File: config.mk
export PLATFORM = sky130hd
export DESIGN_NAME = nbit_counter_updown_mod_flat
export DESIGN_NICKNAME = d
export VERILOG_FILES = /design/src/rtl/nbit_counter_updown_mod_pkg.sv /design/src/rtl/nbit_counter_updown_mod_if.sv /design/src/rtl/nbit_counter_updown_mod_next_calc.sv /design/src/rtl/nbit_counter_updown_mod.sv /design/src/flat_wrapper.sv
export SDC_FILE = /design/constraint.sdc
export NUM_CORES = 1
export LEC_CHECK = 0
export ABC_AREA = 1
export CORE_MARGIN = 4
export CORE_UTILIZATION = 30
export CTS_CLUSTER_SIZE = 20
export DETAILED_ROUTE_END_ITERATION = 10
export GPL_TIMING_DRIVEN = 0
export SETUP_SLACK_MARGIN = 0.1
export SLEW_MARGIN = 20
export SYNTH_ARGS = -nofsm -noshare
export SYNTH_HDL_FRONTEND = slang
export SYNTH_SLANG_ARGS = --single-unit
File: constraint.sdc
create_clock -name clk -period 3.5 [get_ports clk]
set_input_delay 0.7 -clock clk [delete_from_list [all_inputs] [get_ports clk]]
set_output_delay 0.7 -clock clk [all_outputs]
set_load 0.005 [all_outputs]
File: src/rtl/nbit_counter_updown_mod_pkg.sv
//------------------------------------------------------------------------------
// Module : counter_pkg
// Brief  : Shared encodings for the up/down counter slice.
// Rev    : 1.0  initial release
//------------------------------------------------------------------------------
`default_nettype none

package counter_pkg;
  localparam logic MODE_WRAP = 1'b0;
  localparam logic MODE_SAT  = 1'b1;
  localparam logic DIR_UP    = 1'b1;
  localparam logic DIR_DOWN  = 1'b0;
endpackage

`default_nettype wire

File: src/rtl/nbit_counter_updown_mod_if.sv
//------------------------------------------------------------------------------
// Module : nbit_counter_updown_mod_if
// Brief  : Control/status bundle of the up/down counter.
// Rev    : 1.0  initial release
//------------------------------------------------------------------------------
`default_nettype none

interface nbit_counter_updown_mod_if #(
  parameter int CNT_WIDTH  = 8,
  parameter int STEP_WIDTH = 4
);
  logic                  en;
  logic                  count_up_down;
  logic [STEP_WIDTH-1:0] step;
  logic [CNT_WIDTH-1:0]  max_val;
  logic                  sat_mode;
  logic                  load;
  logic [CNT_WIDTH-1:0]  load_val;
  logic                  clr_err;
  logic [CNT_WIDTH-1:0]  counter;
  logic                  tc_up;
  logic                  tc_down;
  logic                  at_max;
  logic                  at_min;
  logic                  err_sticky;

  modport master (
    output en, count_up_down, step, max_val, sat_mode, load, load_val, clr_err,
    input  counter, tc_up, tc_down, at_max, at_min, err_sticky
  );

  modport slave (
    input  en, count_up_down, step, max_val, sat_mode, load, load_val, clr_err,
    output counter, tc_up, tc_down, at_max, at_min, err_sticky
  );
endinterface

`default_nettype wire

File: src/rtl/nbit_counter_updown_mod_next_calc.sv
//------------------------------------------------------------------------------
// Module : counter_next_calc
// Brief  : Combinational next-count, wrap/saturation events and illegal-step flag.
// Rev    : 1.0  initial release
//------------------------------------------------------------------------------
`default_nettype none

module counter_next_calc
  import counter_pkg::*;
#(
  parameter int CNT_WIDTH  = 8,
  parameter int STEP_WIDTH = 4
) (
  input  wire logic [CNT_WIDTH-1:0]  counter,
  input  wire logic [STEP_WIDTH-1:0] step,
  input  wire logic [CNT_WIDTH-1:0]  max_val,
  input  wire logic                  dir,
  input  wire logic                  mode,
  output logic      [CNT_WIDTH-1:0]  nxt,
  output logic                       wrap_up,
  output logic                       wrap_dn,
  output logic                       illegal
);
  // One guard bit above the wider operand keeps every sum/difference exact.
  localparam int EXT_W = ((CNT_WIDTH > STEP_WIDTH) ? CNT_WIDTH : STEP_WIDTH) + 1;

  logic [EXT_W-1:0] w_cnt;
  logic [EXT_W-1:0] w_step;
  logic [EXT_W-1:0] w_max;
  logic [EXT_W-1:0] w_max_p1;
  logic [EXT_W-1:0] w_sum;
  logic [EXT_W-1:0] w_res;
  logic             w_unused_hi;

  assign w_cnt    = EXT_W'(counter);
  assign w_step   = EXT_W'(step);
  assign w_max    = EXT_W'(max_val);
  assign w_max_p1 = w_max + EXT_W'(1);
  assign w_sum    = w_cnt + w_step;

  always_comb begin
    w_res   = w_cnt;
    wrap_up = 1'b0;
    wrap_dn = 1'b0;
    illegal = (mode == MODE_WRAP) && (w_step > w_max);
    if (dir == DIR_UP) begin
      if (w_sum <= w_max) begin
        w_res = w_sum;
      end else if (mode == MODE_WRAP) begin
        w_res   = w_sum - w_max_p1;
        wrap_up = 1'b1;
      end else begin
        w_res   = w_max;
        wrap_up = (w_cnt != w_max);
      end
    end else begin
      if (w_cnt >= w_step) begin
        w_res = w_cnt - w_step;
      end else if (mode == MODE_WRAP) begin
        w_res   = w_cnt + w_max_p1 - w_step;
        wrap_dn = 1'b1;
      end else begin
        w_res   = '0;
        wrap_dn = (w_cnt != '0);
      end
    end
  end

  assign nxt         = w_res[CNT_WIDTH-1:0];
  assign w_unused_hi = ^w_res[EXT_W-1:CNT_WIDTH];
endmodule

`default_nettype wire

File: src/rtl/nbit_counter_updown_mod.sv
//------------------------------------------------------------------------------
// Module : nbit_counter_updown_mod
// Brief  : Up/down counter with runtime step/modulus, wrap or saturate, load and sticky error.
// Rev    : 1.0  initial release
//------------------------------------------------------------------------------
`default_nettype none

module nbit_counter_updown_mod
  import counter_pkg::*;
#(
  parameter int CNT_WIDTH  = 8,
  parameter int STEP_WIDTH = 4,
  parameter int RESET_VAL  = 0
) (
  input wire logic                clk,
  input wire logic                reset,
  nbit_counter_updown_mod_if.slave bus
);
  localparam logic [CNT_WIDTH-1:0] C_RESET_VAL = CNT_WIDTH'(RESET_VAL);

  logic [CNT_WIDTH-1:0] r_counter;
  logic                 r_tc_up;
  logic                 r_tc_dn;
  logic                 r_err;

  logic [CNT_WIDTH-1:0] w_nxt;
  logic                 w_wrap_up;
  logic                 w_wrap_dn;
  logic                 w_illegal;
  logic                 w_load_over;
  logic                 w_step_act;
  logic                 w_err_set;

  counter_next_calc #(
    .CNT_WIDTH  (CNT_WIDTH),
    .STEP_WIDTH (STEP_WIDTH)
  ) u_next_calc (
    .counter (r_counter),
    .step    (bus.step),
    .max_val (bus.max_val),
    .dir     (bus.count_up_down),
    .mode    (bus.sat_mode),
    .nxt     (w_nxt),
    .wrap_up (w_wrap_up),
    .wrap_dn (w_wrap_dn),
    .illegal (w_illegal)
  );

  assign w_load_over = (bus.load_val > bus.max_val);
  assign w_step_act  = bus.en && (bus.step != '0);
  // Load has priority, so an illegal step is only flagged when no load is present.
  assign w_err_set   = bus.load ? w_load_over : (w_step_act && w_illegal);

  always_ff @(posedge clk or posedge reset) begin
    if (reset) begin
      r_counter <= C_RESET_VAL;
      r_tc_up   <= 1'b0;
      r_tc_dn   <= 1'b0;
      r_err     <= 1'b0;
    end else begin
      r_tc_up <= 1'b0;
      r_tc_dn <= 1'b0;
      if (bus.load) begin
        r_counter <= w_load_over ? bus.max_val : bus.load_val;
      end else if (w_step_act && !w_illegal) begin
        r_counter <= w_nxt;
        r_tc_up   <= w_wrap_up;
        r_tc_dn   <= w_wrap_dn;
      end
      if (w_err_set) begin
        r_err <= 1'b1;
      end else if (bus.clr_err) begin
        r_err <= 1'b0;
      end
    end
  end

  assign bus.counter    = r_counter;
  assign bus.tc_up      = r_tc_up;
  assign bus.tc_down    = r_tc_dn;
  assign bus.at_max     = (r_counter == bus.max_val);
  assign bus.at_min     = (r_counter == '0);
  assign bus.err_sticky = r_err;
endmodule

`default_nettype wire

File: src/flat_wrapper.sv
// flat-port wrapper written by rule: the top's interface ports become plain ports
module nbit_counter_updown_mod_flat import counter_pkg::*;
#(
  parameter int CNT_WIDTH  = 8,
  parameter int STEP_WIDTH = 4,
  parameter int RESET_VAL  = 0
)
  (clk, reset, bus_en, bus_count_up_down, bus_step, bus_max_val, bus_sat_mode, bus_load, bus_load_val, bus_clr_err, bus_counter, bus_tc_up, bus_tc_down, bus_at_max, bus_at_min, bus_err_sticky);
  nbit_counter_updown_mod_if #(.CNT_WIDTH(CNT_WIDTH), .STEP_WIDTH(STEP_WIDTH)) bus_i ();
  input wire logic clk;
  input wire logic reset;
  input wire logic [$bits(bus_i.en)-1:0] bus_en;
  input wire logic [$bits(bus_i.count_up_down)-1:0] bus_count_up_down;
  input wire logic [$bits(bus_i.step)-1:0] bus_step;
  input wire logic [$bits(bus_i.max_val)-1:0] bus_max_val;
  input wire logic [$bits(bus_i.sat_mode)-1:0] bus_sat_mode;
  input wire logic [$bits(bus_i.load)-1:0] bus_load;
  input wire logic [$bits(bus_i.load_val)-1:0] bus_load_val;
  input wire logic [$bits(bus_i.clr_err)-1:0] bus_clr_err;
  output wire logic [$bits(bus_i.counter)-1:0] bus_counter;
  output wire logic [$bits(bus_i.tc_up)-1:0] bus_tc_up;
  output wire logic [$bits(bus_i.tc_down)-1:0] bus_tc_down;
  output wire logic [$bits(bus_i.at_max)-1:0] bus_at_max;
  output wire logic [$bits(bus_i.at_min)-1:0] bus_at_min;
  output wire logic [$bits(bus_i.err_sticky)-1:0] bus_err_sticky;
  assign bus_i.en = bus_en;
  assign bus_i.count_up_down = bus_count_up_down;
  assign bus_i.step = bus_step;
  assign bus_i.max_val = bus_max_val;
  assign bus_i.sat_mode = bus_sat_mode;
  assign bus_i.load = bus_load;
  assign bus_i.load_val = bus_load_val;
  assign bus_i.clr_err = bus_clr_err;
  assign bus_counter = bus_i.counter;
  assign bus_tc_up = bus_i.tc_up;
  assign bus_tc_down = bus_i.tc_down;
  assign bus_at_max = bus_i.at_max;
  assign bus_at_min = bus_i.at_min;
  assign bus_err_sticky = bus_i.err_sticky;
  nbit_counter_updown_mod #(.CNT_WIDTH(CNT_WIDTH), .STEP_WIDTH(STEP_WIDTH), .RESET_VAL(RESET_VAL)) u_core (.clk(clk), .reset(reset), .bus(bus_i));
endmodule
==> flow_metrics.env <==
export IMPL_totalWireLength_mm=10.2
export IMPL_clock_skew_ns=0.00297
export IMPL_gp_congestion=0.886
export IMPL_drv_slew=0
export IMPL_synth_seq_cells=11
export IMPL_post_route_util_pct=40.2
export IMPL_synth_cell_type_count=43
export IMPL_synth_async_reset_ratio_pct=100
export IMPL_initialDrtViolationCount=210
export IMPL_clkLatencyLatePin_ns=0.25
export IMPL_finalHoldViolCount=0
export IMPL_run_status="completed"
export IMPL_pre_cts_slack_ns=-0.715
export IMPL_dp_hpwl_mm=8.31
export IMPL_cts_buffers=3
export IMPL_maxSlewHeadroom_pct=49.7
export IMPL_first_pass_iters=5
export IMPL_io_pins=40
export IMPL_start_util_pct=31.3
export IMPL_power_frac_clock_pct=6.4
export IMPL_combinationalPowerShare_pct=83.1
export IMPL_drc_errors=0
export IMPL_synth_cells=452
export IMPL_vias_per_cell=5.04
export IMPL_htree_levels=1
export IMPL_totalPowerFinal_mw=2.18
export IMPL_grt_pass1_wl_mm=15.6
export IMPL_layout_area_overhead_vs_synth_pct=28.3
export IMPL_avgRoutedWirePerCell_um=15.9
export IMPL_track_usage_pct=17.4
export IMPL_min_period_over_period_pct=92.2
export IMPL_rsz0062_at_grt="no"
export IMPL_fin_crit_ns=3.23
export IMPL_nNetsFinal=590
export IMPL_ant_nets=0
export IMPL_swShare_pct=53.7
export IMPL_crit_type="in2reg"
export IMPL_die_x_um=107
export IMPL_hp_class="reg2reg"
export IMPL_core_area_mm2=0.00937
export IMPL_layout_drive_gt1_share_pct=17.1
export IMPL_grt_overflow=0
export IMPL_cp_end_kind="register"
export IMPL_synth_warnings=0
export IMPL_antenna_found_initial=0
export IMPL_vias=3209
export IMPL_crit_fanout=5
export IMPL_cts_tree="yes"
export IMPL_synth_top_cell_by_area="ha_1"
export IMPL_placed_area_mm2=0.00348
export IMPL_syn_nets=533
export IMPL_clkSinkCount=11
export IMPL_max_freq_mhz=310
export IMPL_syn_area_mm2=0.00294
export IMPL_synth_seq_area_share_pct=9.38
export IMPL_finalSetupViolCount=0
export IMPL_peakVddDrop_uv=216
export IMPL_synth_avg_cell_area_um2=6.49
export IMPL_synthFlopType="dfrtp_1"
export IMPL_pwr_share_seq_pct=10.5
export IMPL_max_slew_worst_pin_slew_ns=0.745
export IMPL_worstPathRequired_ns=3.68
export IMPL_dieArea_mm2=0.0114
export IMPL_crit_arrival_ns=3.40
export IMPL_clk_pin_slew_ns=0.06
export IMPL_port_buffers=38
export IMPL_synth_edf_count=0
export IMPL_cap_violations=0
export IMPL_grt_max_degree=12
export IMPL_power_leakage_nw=1.88
export IMPL_synthTopCellsByArea="ha_1 (20%), nand2_1 (13%), dfrtp_1 (9.4%)"
export IMPL_pwr_density_cell_mw_per_mm2=579
export IMPL_cts_hold_buffers=0
export IMPL_design_area_mm2=0.00376
export IMPL_antenna_cells=0
export IMPL_internal_power_mw=1.01
export IMPL_dieHeight_um=107
export IMPL_grt_pass1_vias=2922
export IMPL_cts_max_path_buffers=2
export IMPL_p_switching_mw=1.17
export IMPL_startpoint_type="input pin"
export IMPL_rows=35
export IMPL_synth_top_cell_area_share_pct=20.0
export IMPL_fin_ws_ns=0.273
export IMPL_fill_cells=1043
export IMPL_cts_root_buf="clkbuf_8"
per-layer routing:
metal	share of wire (%)	wire (um)	global-route usage, %
met1	47	4760	24.8
met2	45	4590	27.9
met3	6.4	653	3.01
met4	1.5	148	2.56
met5	0	0	0
power by group through the flow:
stage / Combinational (mW) / Sequential, mW / Clock, mW
floorplan: 1.20 / 0.210 / 0
global placement: 1.59 / 0.225 / 0
detailed placement: 1.61 / 0.227 / 0
CTS: 1.70 / 0.225 / 0.138
global route: 2.03 / 0.234 / 0.145
finish: 1.81 / 0.229 / 0.139
cell type report:
cell class              instances  area, um2  area share [%]
multi-input cells             358       2460            65.2
repair buffers                 52        454            12.1
inverters                      73        287            7.61
flip-flops and latches         11        275            7.31
well taps                     129        161            4.29
plain buffers                  10       86.3            2.29
clock buffers                   4       45.0            1.20
flip-flops by register name, summed over array words and instances, names as in the netlist:
register	count
u_core.bus.counter	8
u_core.bus.err_sticky	1
u_core.bus.tc_down	1
u_core.bus.tc_up	1
final timing paths:
path,depth (start not counted),startpoint,slack [ns],end
worst max-delay path,23,bus_step[0],0.27,u_core.bus.counter[6]$_DFFE_PP0P_
worst max register to register,22,u_core.bus.counter[0]$_DFFE_PP0P_,0.33,u_core.bus.counter[6]$_DFFE_PP0P_
min in group asynchronous,2,reset,0.80,u_core.bus.counter[4]$_DFFE_PP0P_
worst min-delay path,2,u_core.bus.err_sticky$_DFFE_PP0P_,0.62,u_core.bus.err_sticky$_DFFE_PP0P_
worst min register to register,2,u_core.bus.err_sticky$_DFFE_PP0P_,0.62,u_core.bus.err_sticky$_DFFE_PP0P_
max in group asynchronous,2,reset,2.35,u_core.bus.counter[5]$_DFFE_PP0P_
placed cells by master, fill, tap and decap left out, types with 5 or more instances in the layout:
cell type,count
nand2_1,98
inv_1,61
ha_1,42
a21oi_1,33
nor2_1,32
clkdlybuf4s50_1,28
nand3_1,24
o21ai_0,19
buf_4,14
dfrtp_1,11
xnor2_1,10
nand4_1,9
a21oi_2,8
o211ai_1,8
o21ai_1,8
nand2_2,7
inv_2,7
xor2_1,7
buf_6,6
fa_1,6
clkbuf_2,5
nor3_1,5
synth_stat cells (2+ instances only):
| cell type | instances |
|---|---|
| o211ai_1 | 8 |
| nor4_1 | 2 |
| a21oi_1 | 35 |
| fa_1 | 7 |
| nand3_1 | 27 |
| a21o_1 | 2 |
| xnor2_1 | 10 |
| inv_1 | 66 |
| buf_4 | 2 |
| nand2_1 | 105 |
| o22ai_1 | 2 |
| o21ai_1 | 7 |
| nor2_1 | 34 |
| inv_2 | 6 |
| clkbuf_1 | 2 |
| xor2_1 | 10 |
| buf_6 | 4 |
| o21ai_0 | 20 |
| dfrtp_1 | 11 |
| nor3_1 | 5 |
| o221ai_1 | 3 |
| buf_2 | 2 |
| a2111oi_0 | 2 |
| nand4_1 | 9 |
| ha_1 | 47 |
| nor2_2 | 2 |
| a21oi_2 | 6 |
critical path: stages:
cell      delay (ns)
clkbuf_2        0.12
ha_2            0.19
fa_2            0.36
nand3_2         0.11
nand2_2         0.06
nand2_2         0.09
nor2_4          0.04
xor2_1          0.18
inv_2           0.10
ha_4            0.27
nand2_1         0.07
nor2_2          0.10
nand2_1         0.06
nand3_1         0.08
nand2_1         0.05
nand2_1         0.07
nand2_2         0.09
nand2_4         0.11
buf_6           0.12
o211ai_1        0.09
nand2_1         0.10
nand2_1         0.08
a21oi_2         0.14
cell families (layout without fill, tap and decap cells):
group                    count (synthesis)  after routing  share of synthesized area, %
AO/OA/AOI/OAI                           89             89                          17.9
buffers and inverters                   83            139                          12.0
AND/OR/NAND/NOR                        195            195                          29.9
adder cells (fa/ha/maj)                 54             54                          24.8
XOR/XNOR                                20             20                          5.97
flip-flops                              11             11                          9.38
repair_timing:
action / in CTS / in global routing
cloned: 1 / 0
resized for setup: 38 / 37
setup endpoints to repair: 10 / 9
setup buffers: 5 / 8
pin swaps: 5 / 10
through the flow:
step                      TNS [ns]  instances  hold slack, ns
after floorplan                  0        452           0.552
after global placement       -6.37        619           0.581
after detailed placement     -6.09        619           0.606
after CTS                        0        629           0.615
after global routing             0        637           0.670
final                            0        637           0.616
(Power assumes the default switching activity.)
